<file path="src/rtl/popcount_rr_scheduler_if.sv">
// Requester and result ports of the round-robin popcount scheduler.
// Handshake: a transfer happens on a rising clk edge where valid && ready; valid never waits on ready.
interface popcount_rr_scheduler_if #(
  parameter int NREQ  = 4,
  parameter int ID_W  = 2,
  parameter int ACC_W = 11
);
  logic [NREQ-1:0]     req_valid;
  logic [NREQ*127-1:0] req_data;
  logic [NREQ-1:0]     req_last;
  logic [NREQ-1:0]     req_ready;
  logic                res_valid;
  logic                res_ready;
  logic [ID_W-1:0]     res_id;
  logic [ACC_W-1:0]    res_count;
  logic                res_sat;

  modport master (
    output req_valid, req_data, req_last, res_ready,
    input  req_ready, res_valid, res_id, res_count, res_sat
  );

  modport slave (
    input  req_valid, req_data, req_last, res_ready,
    output req_ready, res_valid, res_id, res_count, res_sat
  );
endinterface

</file>
<file path="src/rtl/popcount_rr_scheduler.sv">
// Shares one external 127-bit ones counter between NREQ requesters, granting whole jobs
// round-robin and returning one saturating total per job.
module popcount_rr_scheduler #(
  parameter int NREQ  = 4,
  parameter int ID_W  = 2,
  parameter int ACC_W = 11
) (
  input  logic                  clk,
  input  logic                  rst,
  popcount_rr_scheduler_if.slave bus,
  output logic [126:0]          pc_in,
  input  logic [6:0]            pc_cnt,
  output logic                  busy,
  output logic [1:0]            state_dbg
);

  typedef enum logic [1:0] {
    IDLE = 2'd0,
    RUN  = 2'd1,
    RESP = 2'd2
  } state_t;

  state_t           state_q, state_d;
  logic [ID_W-1:0]  rr_ptr_q, rr_ptr_d;
  logic [ID_W-1:0]  owner_q, owner_d;
  logic [ACC_W-1:0] acc_q, acc_d;
  logic             sat_q, sat_d;
  logic             res_valid_q, res_valid_d;
  logic [ID_W-1:0]  res_id_q, res_id_d;
  logic [ACC_W-1:0] res_count_q, res_count_d;
  logic             res_sat_q, res_sat_d;

  logic             grant_found;
  logic [ID_W-1:0]  grant_idx;
  int               scan_idx;
  logic             owner_valid;
  logic             owner_last;
  logic [126:0]     owner_data;
  logic [ACC_W:0]   sum_w;
  logic [ACC_W-1:0] sat_sum;
  logic [ID_W-1:0]  owner_next;
  logic [NREQ-1:0]  req_ready_c;

  // Round-robin search starting at rr_ptr, wrapping modulo NREQ.
  always_comb begin
    grant_found = 1'b0;
    grant_idx   = '0;
    scan_idx    = 0;
    for (int k = 0; k < NREQ; k++) begin
      scan_idx = int'(rr_ptr_q) + k;
      if (scan_idx >= NREQ) scan_idx = scan_idx - NREQ;
      if (!grant_found && bus.req_valid[scan_idx]) begin
        grant_found = 1'b1;
        grant_idx   = ID_W'(scan_idx);
      end
    end
  end

  always_comb begin
    owner_valid = bus.req_valid[owner_q];
    owner_last  = bus.req_last[owner_q];
    owner_data  = bus.req_data[int'(owner_q)*127 +: 127];
    sum_w       = {1'b0, acc_q} + {{(ACC_W-6){1'b0}}, pc_cnt};
    sat_sum     = sum_w[ACC_W] ? {ACC_W{1'b1}} : sum_w[ACC_W-1:0];
    owner_next  = (owner_q == ID_W'(NREQ-1)) ? '0 : owner_q + 1'b1;
  end

  always_comb begin
    state_d     = state_q;
    rr_ptr_d    = rr_ptr_q;
    owner_d     = owner_q;
    acc_d       = acc_q;
    sat_d       = sat_q;
    res_valid_d = res_valid_q;
    res_id_d    = res_id_q;
    res_count_d = res_count_q;
    res_sat_d   = res_sat_q;
    req_ready_c = '0;
    pc_in       = '0;
    case (state_q)
      IDLE: begin
        if (grant_found) begin
          owner_d = grant_idx;
          acc_d   = '0;
          sat_d   = 1'b0;
          state_d = RUN;
        end
      end
      RUN: begin
        // Only the owner is ever offered ready; a stalled owner keeps the counter input at zero.
        req_ready_c[owner_q] = owner_valid;
        if (owner_valid) begin
          pc_in = owner_data;
          acc_d = sat_sum;
          sat_d = sat_q | sum_w[ACC_W];
          if (owner_last) begin
            res_count_d = sat_sum;
            res_id_d    = owner_q;
            res_sat_d   = sat_q | sum_w[ACC_W];
            res_valid_d = 1'b1;
            state_d     = RESP;
          end
        end
      end
      RESP: begin
        if (bus.res_ready) begin
          res_valid_d = 1'b0;
          rr_ptr_d    = owner_next;
          state_d     = IDLE;
        end
      end
      default: state_d = IDLE;
    endcase
  end

  always_ff @(posedge clk) begin
    if (rst) begin
      state_q     <= IDLE;
      rr_ptr_q    <= '0;
      owner_q     <= '0;
      acc_q       <= '0;
      sat_q       <= 1'b0;
      res_valid_q <= 1'b0;
      res_id_q    <= '0;
      res_count_q <= '0;
      res_sat_q   <= 1'b0;
    end else begin
      state_q     <= state_d;
      rr_ptr_q    <= rr_ptr_d;
      owner_q     <= owner_d;
      acc_q       <= acc_d;
      sat_q       <= sat_d;
      res_valid_q <= res_valid_d;
      res_id_q    <= res_id_d;
      res_count_q <= res_count_d;
      res_sat_q   <= res_sat_d;
    end
  end

  assign bus.req_ready = req_ready_c;
  assign bus.res_valid = res_valid_q;
  assign bus.res_id    = res_id_q;
  assign bus.res_count = res_count_q;
  assign bus.res_sat   = res_sat_q;
  assign busy          = (state_q != IDLE);
  assign state_dbg     = state_q;

endmodule

</file>
<file path="src/flat_wrapper.sv">
// flat-port wrapper written by rule: the top's interface ports become plain ports
module popcount_rr_scheduler_flat 
#(
  parameter int NREQ  = 4,
  parameter int ID_W  = 2,
  parameter int ACC_W = 11
)
  (clk, rst, pc_in, pc_cnt, busy, state_dbg, bus_req_valid, bus_req_data, bus_req_last, bus_res_ready, bus_req_ready, bus_res_valid, bus_res_id, bus_res_count, bus_res_sat);
  popcount_rr_scheduler_if #(.NREQ(NREQ), .ID_W(ID_W), .ACC_W(ACC_W)) bus_i ();
  input  logic clk;
  input  logic rst;
  output logic [126:0] pc_in;
  input  logic [6:0] pc_cnt;
  output logic busy;
  output logic [1:0] state_dbg;
  input wire logic [$bits(bus_i.req_valid)-1:0] bus_req_valid;
  input wire logic [$bits(bus_i.req_data)-1:0] bus_req_data;
  input wire logic [$bits(bus_i.req_last)-1:0] bus_req_last;
  input wire logic [$bits(bus_i.res_ready)-1:0] bus_res_ready;
  output wire logic [$bits(bus_i.req_ready)-1:0] bus_req_ready;
  output wire logic [$bits(bus_i.res_valid)-1:0] bus_res_valid;
  output wire logic [$bits(bus_i.res_id)-1:0] bus_res_id;
  output wire logic [$bits(bus_i.res_count)-1:0] bus_res_count;
  output wire logic [$bits(bus_i.res_sat)-1:0] bus_res_sat;
  assign bus_i.req_valid = bus_req_valid;
  assign bus_i.req_data = bus_req_data;
  assign bus_i.req_last = bus_req_last;
  assign bus_i.res_ready = bus_res_ready;
  assign bus_req_ready = bus_i.req_ready;
  assign bus_res_valid = bus_i.res_valid;
  assign bus_res_id = bus_i.res_id;
  assign bus_res_count = bus_i.res_count;
  assign bus_res_sat = bus_i.res_sat;
  popcount_rr_scheduler #(.NREQ(NREQ), .ID_W(ID_W), .ACC_W(ACC_W)) u_core (.clk(clk), .rst(rst), .bus(bus_i), .pc_in(pc_in), .pc_cnt(pc_cnt), .busy(busy), .state_dbg(state_dbg));
endmodule
</file>
<file path="config.mk">
export PLATFORM = sky130hd
export DESIGN_NAME = popcount_rr_scheduler_flat
export DESIGN_NICKNAME = d
export VERILOG_FILES = /design/src/rtl/popcount_rr_scheduler_if.sv /design/src/rtl/popcount_rr_scheduler.sv /design/src/flat_wrapper.sv
export SDC_FILE = /design/constraint.sdc
export NUM_CORES = 1
export LEC_CHECK = 0
export CAP_MARGIN = 20
export CELL_PAD_IN_SITES_DETAIL_PLACEMENT = 0
export CELL_PAD_IN_SITES_GLOBAL_PLACEMENT = 1
export CORE_AREA = 4 4 263 265
export DETAILED_ROUTE_END_ITERATION = 8
export DIE_AREA = 0 0 267 269
export MAX_ROUTING_LAYER = met4
export PLACE_DENSITY_LB_ADDON = 0.1
export SLEW_MARGIN = 0
export SYNTH_ARGS = -nofsm -noshare
export SYNTH_HDL_FRONTEND = slang
export SYNTH_SLANG_ARGS = --single-unit
</file>
<file path="constraint.sdc">
create_clock -name clk -period 4.3 [get_ports clk]
set_input_delay 0.645 -clock clk [delete_from_list [all_inputs] [get_ports clk]]
set_output_delay 0.645 -clock clk [all_outputs]
set_load 0.03 [all_outputs]
</file>
Word level (Yosys, flattened, before mapping)
Cells that the tools add are included.
{"block": "op_classes", "addsub": 9, "n_mul": 1, "div": 0, "order_cmp": 10, "eq_ne": 7, "shifts": 1, "muxes": 50, "bitwise": 2, "n_reduce_logical": 17}
{"cell": "$shiftx 508x32->127", "count": 1}
{"cell": "$mux 127", "count": 2}
{"cell": "$lt 32x4->1 const B", "count": 4}
{"cell": "$mux 32", "count": 4}
{"cell": "$ge 32x4->1 const B", "count": 3}
{"cell": "$sub 32x4->32 const B", "count": 3}
{"cell": "$mux 11", "count": 3}
{"cell": "$pmux 11 s2", "count": 1}
{"cell": "$mux 1", "count": 20}
{"cell": "$mux 2", "count": 9}
{"cell": "$add 11x7->12", "count": 1}
{"cell": "$bmux 1 s2", "count": 6}
{"cell": "$mul 2x7->9 const B", "count": 1}
{"cell": "$reduce_and 4->1", "count": 2}
{"cell": "$add 2x2->3 const B", "count": 2}
{"cell": "$ne 2x1->1 const B", "count": 3}
{"cell": "$pmux 2 s3", "count": 1}
{"cell": "$reduce_and 3->1", "count": 2}
{"cell": "$reduce_bool 2->1", "count": 3}
{"cell": "$and 4x4->4", "count": 1}
{"cell": "$eq 2x2->1 const B", "count": 2}
{"cell": "$logic_and 1x1->1", "count": 4}
{"cell": "$mux 4", "count": 1}
{"cell": "$pmux 1 s2", "count": 2}
{"cell": "13 further kinds", "count": 16}
{"block": "word_totals", "regBits": 33, "latchBits": 0, "ram_bits": 0, "mem_bits_ro": 0, "input_bits": 526, "output_inout_bits": 149, "word_cells": 106, "memories": 0}

Depth between registers and ports, before layout
Gate-level depths: netlist of run 1.
{"block": "logic_depth", "word_depth": 17, "depth_mapped": 8}

Least setup slack after synthesis of run 1
Ideal clock, no wire load.
{"block": "synth_path", "path_type": "input port to output port", "start": "in bus_req_valid[3]", "end": "out pc_in[100]", "t_arrival_ns": 1.838, "setup_slack_ns": 1.817, "stages": 5, "path_buffers": 3, "path_cell_list": "mux4_2 > buf_6 > buf_2 > clkbuf_1 > and3_1"}
{"block": "synth_between", "elab_chain_cells": 4}
{"element": "start, declared", "line_no": "flat_wrapper.sv:16", "text": "input wire logic [$bits(bus_i.req_valid)-1:0] bus_req_valid;"}
{"element": "$bmux 1 s2", "line_no": "popcount_rr_scheduler.sv:60", "text": "owner_valid = bus.req_valid[owner_q];"}
{"element": "$mux 1 (implied by the code)", "line_no": "popcount_rr_scheduler.sv:60"}
{"element": "$mux 127", "line_no": "popcount_rr_scheduler.sv:92", "text": "if (owner_valid) begin"}
{"element": "$mux 127", "line_no": "popcount_rr_scheduler.sv:80", "text": "case (state_q)"}
{"element": "end, declared", "line_no": "flat_wrapper.sv:12", "text": "output logic [126:0] pc_in;"}
Every way passes these cells. The select of a mux whose other input is x is not followed.

Worst setup path in the final report of run 1
{"block": "layout_path", "start": "in bus_req_valid[3]", "end": "out pc_in[118]"}
The elaborated chain is that of the path after synthesis.

==> results of run 1 <==
[routing by layer]
metal | up-vias | GRT usage (%) | wire (um)
met5 | - | - | 0
met2 | 342 | 29.9 | 32100
met4 | 0 | 0.642 | 271
li1 | 3469 | - | -
met3 | 28 | 4.75 | 4820
met1 | 3760 | 18.9 | 23400
[flip-flops by register name (all words and copies together) (netlist names)]
register and flops:
u_core.rr_ptr_q 2, u_core.acc_q 11, u_core.bus.res_valid 1, u_core.bus.res_sat 1, u_core.sat_q 1, u_core.bus.res_count 11, u_core.bus.res_id 2, u_core.state_dbg 2
u_core.owner_q 2
[power by group through the flow]
stage / Sequential (mW) / Combinational, mW / Clock (mW)
after floorplan: 0.361 / 0.685 / 0
after global placement: 0.351 / 1.65 / 0
after detailed placement: 0.352 / 1.65 / 0
after CTS: 0.345 / 1.66 / 0.404
after global routing: 0.347 / 1.72 / 0.413
final: 0.343 / 1.62 / 0.387
[worst max-delay path by stage]
stage,slack [ns],cells after the start,start,end
floorplan,1.82,5,bus_req_valid[3],pc_in[100]
global placement,0.40,5,bus_req_valid[1],pc_in[118]
detailed placement,0.38,5,bus_req_valid[3],pc_in[62]
CTS,0.38,5,bus_req_valid[3],pc_in[62]
global route,0.28,5,bus_req_valid[3],pc_in[62]
finish,0.42,5,bus_req_valid[3],pc_in[118]
[through the flow]
step	cell area, um2	instances	hold slack, ns	utilization [%]
finish	13700	2054	0.460	20.5
global route	13700	2048	0.480	20.5
CTS	13600	2026	0.462	20.4
detailed placement	13500	2018	0.453	20.2
global placement	13500	2018	0.450	20.2
floorplan	5780	527	0.438	-
[synthesized netlist by cell type (all sizes together), types with 5 or more instances]
library cell / n
ha: 11
nor3: 8
mux2i: 5
a211oi: 9
nand2: 12
mux4: 129
clkbuf: 43
inv: 9
a21oi: 23
and3: 135
o21ai: 8
buf: 24
dfxtp: 33
nor2: 29
[area by class of cell]
type	count	share of cell area (%)
tap	873	7.96
sequential	33	4.87
clock inverter	1	0.0365
timing repair buffer	685	50.3
clock buffer	7	1.11
antenna	28	0.511
multi-input combinational	418	34.9
inverter	9	0.246
[cells by family after synthesis]
| group | synth area share [%] |
|---|---|
| simple gates | 20.6 |
| xor+xnor | 1.06 |
| flops | 11.4 |
| mux | 51.1 |
| compound gates | 7.16 |
| buf+inv | 5.86 |
| fa+ha+maj | 2.73 |
[tightest hold or removal path, delay by kind of cell (launching register included)]
kind / cells / cell delay, ns
flops: 1 / 0.31
simple gates: 1 / 0.05
compound gates: 1 / 0.05
==> flow_summary.yaml, run 1 <==
status:
  status: "finished, final reports clean"
detailed_routing:
  drtPass1Iterations: 6
  avgViaCountPerCell: 3.70
  drt-total-wl_mm: 60.6
  antenna_left: 0
  post_drt_wl_per_cell_um: 29.5
  drc: 0
  drtIter0Drc: 289
  num_vias: 7599
floorplanning:
  core_mm2: 0.0668
  die_height_um: 269
  placementRows: 95
  pin_count: 675
  die_width_um: 267
  start_util_pct: 8.66
  die_area_mm2: 0.0718
timing:
  min_period_ns: 3.88
  worst_pin_slew_ns: 0.642
  finalSetupViolations: 0
  final_hold_viol_count: 0
  min_period_over_period_pct: 90.3
  max_clock_freq_ghz: 0.258
  grt_setup_unrepaired: "no"
  finClkSkew_ns: 0.00606
  relSlewSlack_pct: 57.2
  tns_ns: 0
  layout_setup_ws_ns: 0.418
  drv_slew: 0
synth:
  avgSynthCellArea_um2: 11.0
  async_flop_share_pct: 0
  synth_top_cell_by_area: "mux4_2"
  synth_cell_types: 52
  yosysWarnings: 0
  synth_area_leaders: "mux4_2 (50%), and3_1 (14%), dfxtp_1 (11%), clkbuf_1 (2.8%), ha_1 (2.4%)"
  netlist_instances: 527
  synthesis.area_mm2: 0.00578
  synth_ff_type: "dfxtp_1"
  ys_seq_area_share_pct: 11.4
  syn_nets: 1065
  synth_top_area_share_pct: 50.2
  synth_edf_count: 0
  yosys_register_bits: 33
global_routing:
  grt_pass1_vias: 8417
  grt_overflow_total: 0
  grt_start_max_net_pins: 138
  track_usage_pct: 16.4
  grt_pass1_wl_mm: 78.3
  antenna_found_initial: 42
power:
  p_int_mw: 1.45
  cellLeakagePower_nw: 4.83
  seqPwrFrac_pct: 14.6
  clock_power_share_pct: 16.5
  power.total_mw: 2.35
  power_switching_mw: 0.899
  pwr-share-comb_pct: 69.0
  pwr_density_cell_mw_per_mm2: 171
  vdd_drop_max_uv: 137
  swShare_pct: 38.2
cells_and_area:
  ff_latch_area_um2: 668
  final_cell_mix: "clkdlybuf4s50_1 (674), and3_1 (134), mux4_2 (128)"
  syn_to_final_growth_pct: 137
  layout-drive-gt1-share_pct: 14.1
  multiInputGateArea_mm2: 0.00479
  layout_commonest_cell: "clkdlybuf4s50_1"
  fill_cells: 7330
  layout.nets: 1690
critical_path:
  crit_type: "in2out"
  startpoint_type: "input pin"
  r2r_start: "u_core.owner_q[0]$_SDFFE_PP0P_"
  cp_data_required_time_ns: 3.65
  slowest_delay_ns: 0.75
  path_max_fanout: 137
  crit_family: "buffers and inverters"
  cp.arrival_ns: 3.24
  crit_slowest_cell: "clkdlybuf4s50_1"
  crit_chain: "clkdlybuf4s50_1 > mux4_4 > buf_12 > and3_1 > clkdlybuf4s50_1"
  crit_buf_inv: 3
  r2r-end: "u_core.bus.res_count[10]$_SDFFE_PP0P_"
  cp_common_cell: "clkdlybuf4s50_1"
  r2r_setup_slack_ns: 1.76
  cp-end-kind: "output port"
  reg2reg_depth: 6
placement:
  hpwl_mm: 53.1
  io_buffers: 674
  place_ws_ns: 0.385
  gp_congestion: 0.855
clock_network:
  post_cts_resized: 0
  cts_sinks: 33
  clk_pin_slew_ns: 0.06
  clock_latency_ns: 0.28
  clockBufferDepth: 2
  cts_root_buf: "clkbuf_16"
  cts-buffers-inserted: 5
  htreeDepth: 2
  holdBufCountCts: 0
  post_cts_buffers: 0
  cts_tree: "built"
min_path:
  hold_path.class: "reg2reg"
  whs_path_depth: 2
  hold-path-endpoint: "u_core.acc_q[0]$_SDFFE_PP0P_"
  worstHoldStart: "u_core.acc_q[0]$_SDFFE_PP0P_"
run:
  cap_viol_max_count: 0
No activity file was read; power rests on OpenSTA's default activity.
==> run 2, diff against run 1 <==
--- a/config.mk
+++ b/config.mk
@@ -5,7 +5,6 @@
 export SDC_FILE = /design/constraint.sdc
 export NUM_CORES = 1
 export LEC_CHECK = 0
-export CAP_MARGIN = 20
 export CELL_PAD_IN_SITES_DETAIL_PLACEMENT = 0
 export CELL_PAD_IN_SITES_GLOBAL_PLACEMENT = 1
 export CORE_AREA = 4 4 263 265
==> results of run 2 <==
Final layout, timing and power as in run 1 (identical DEF).
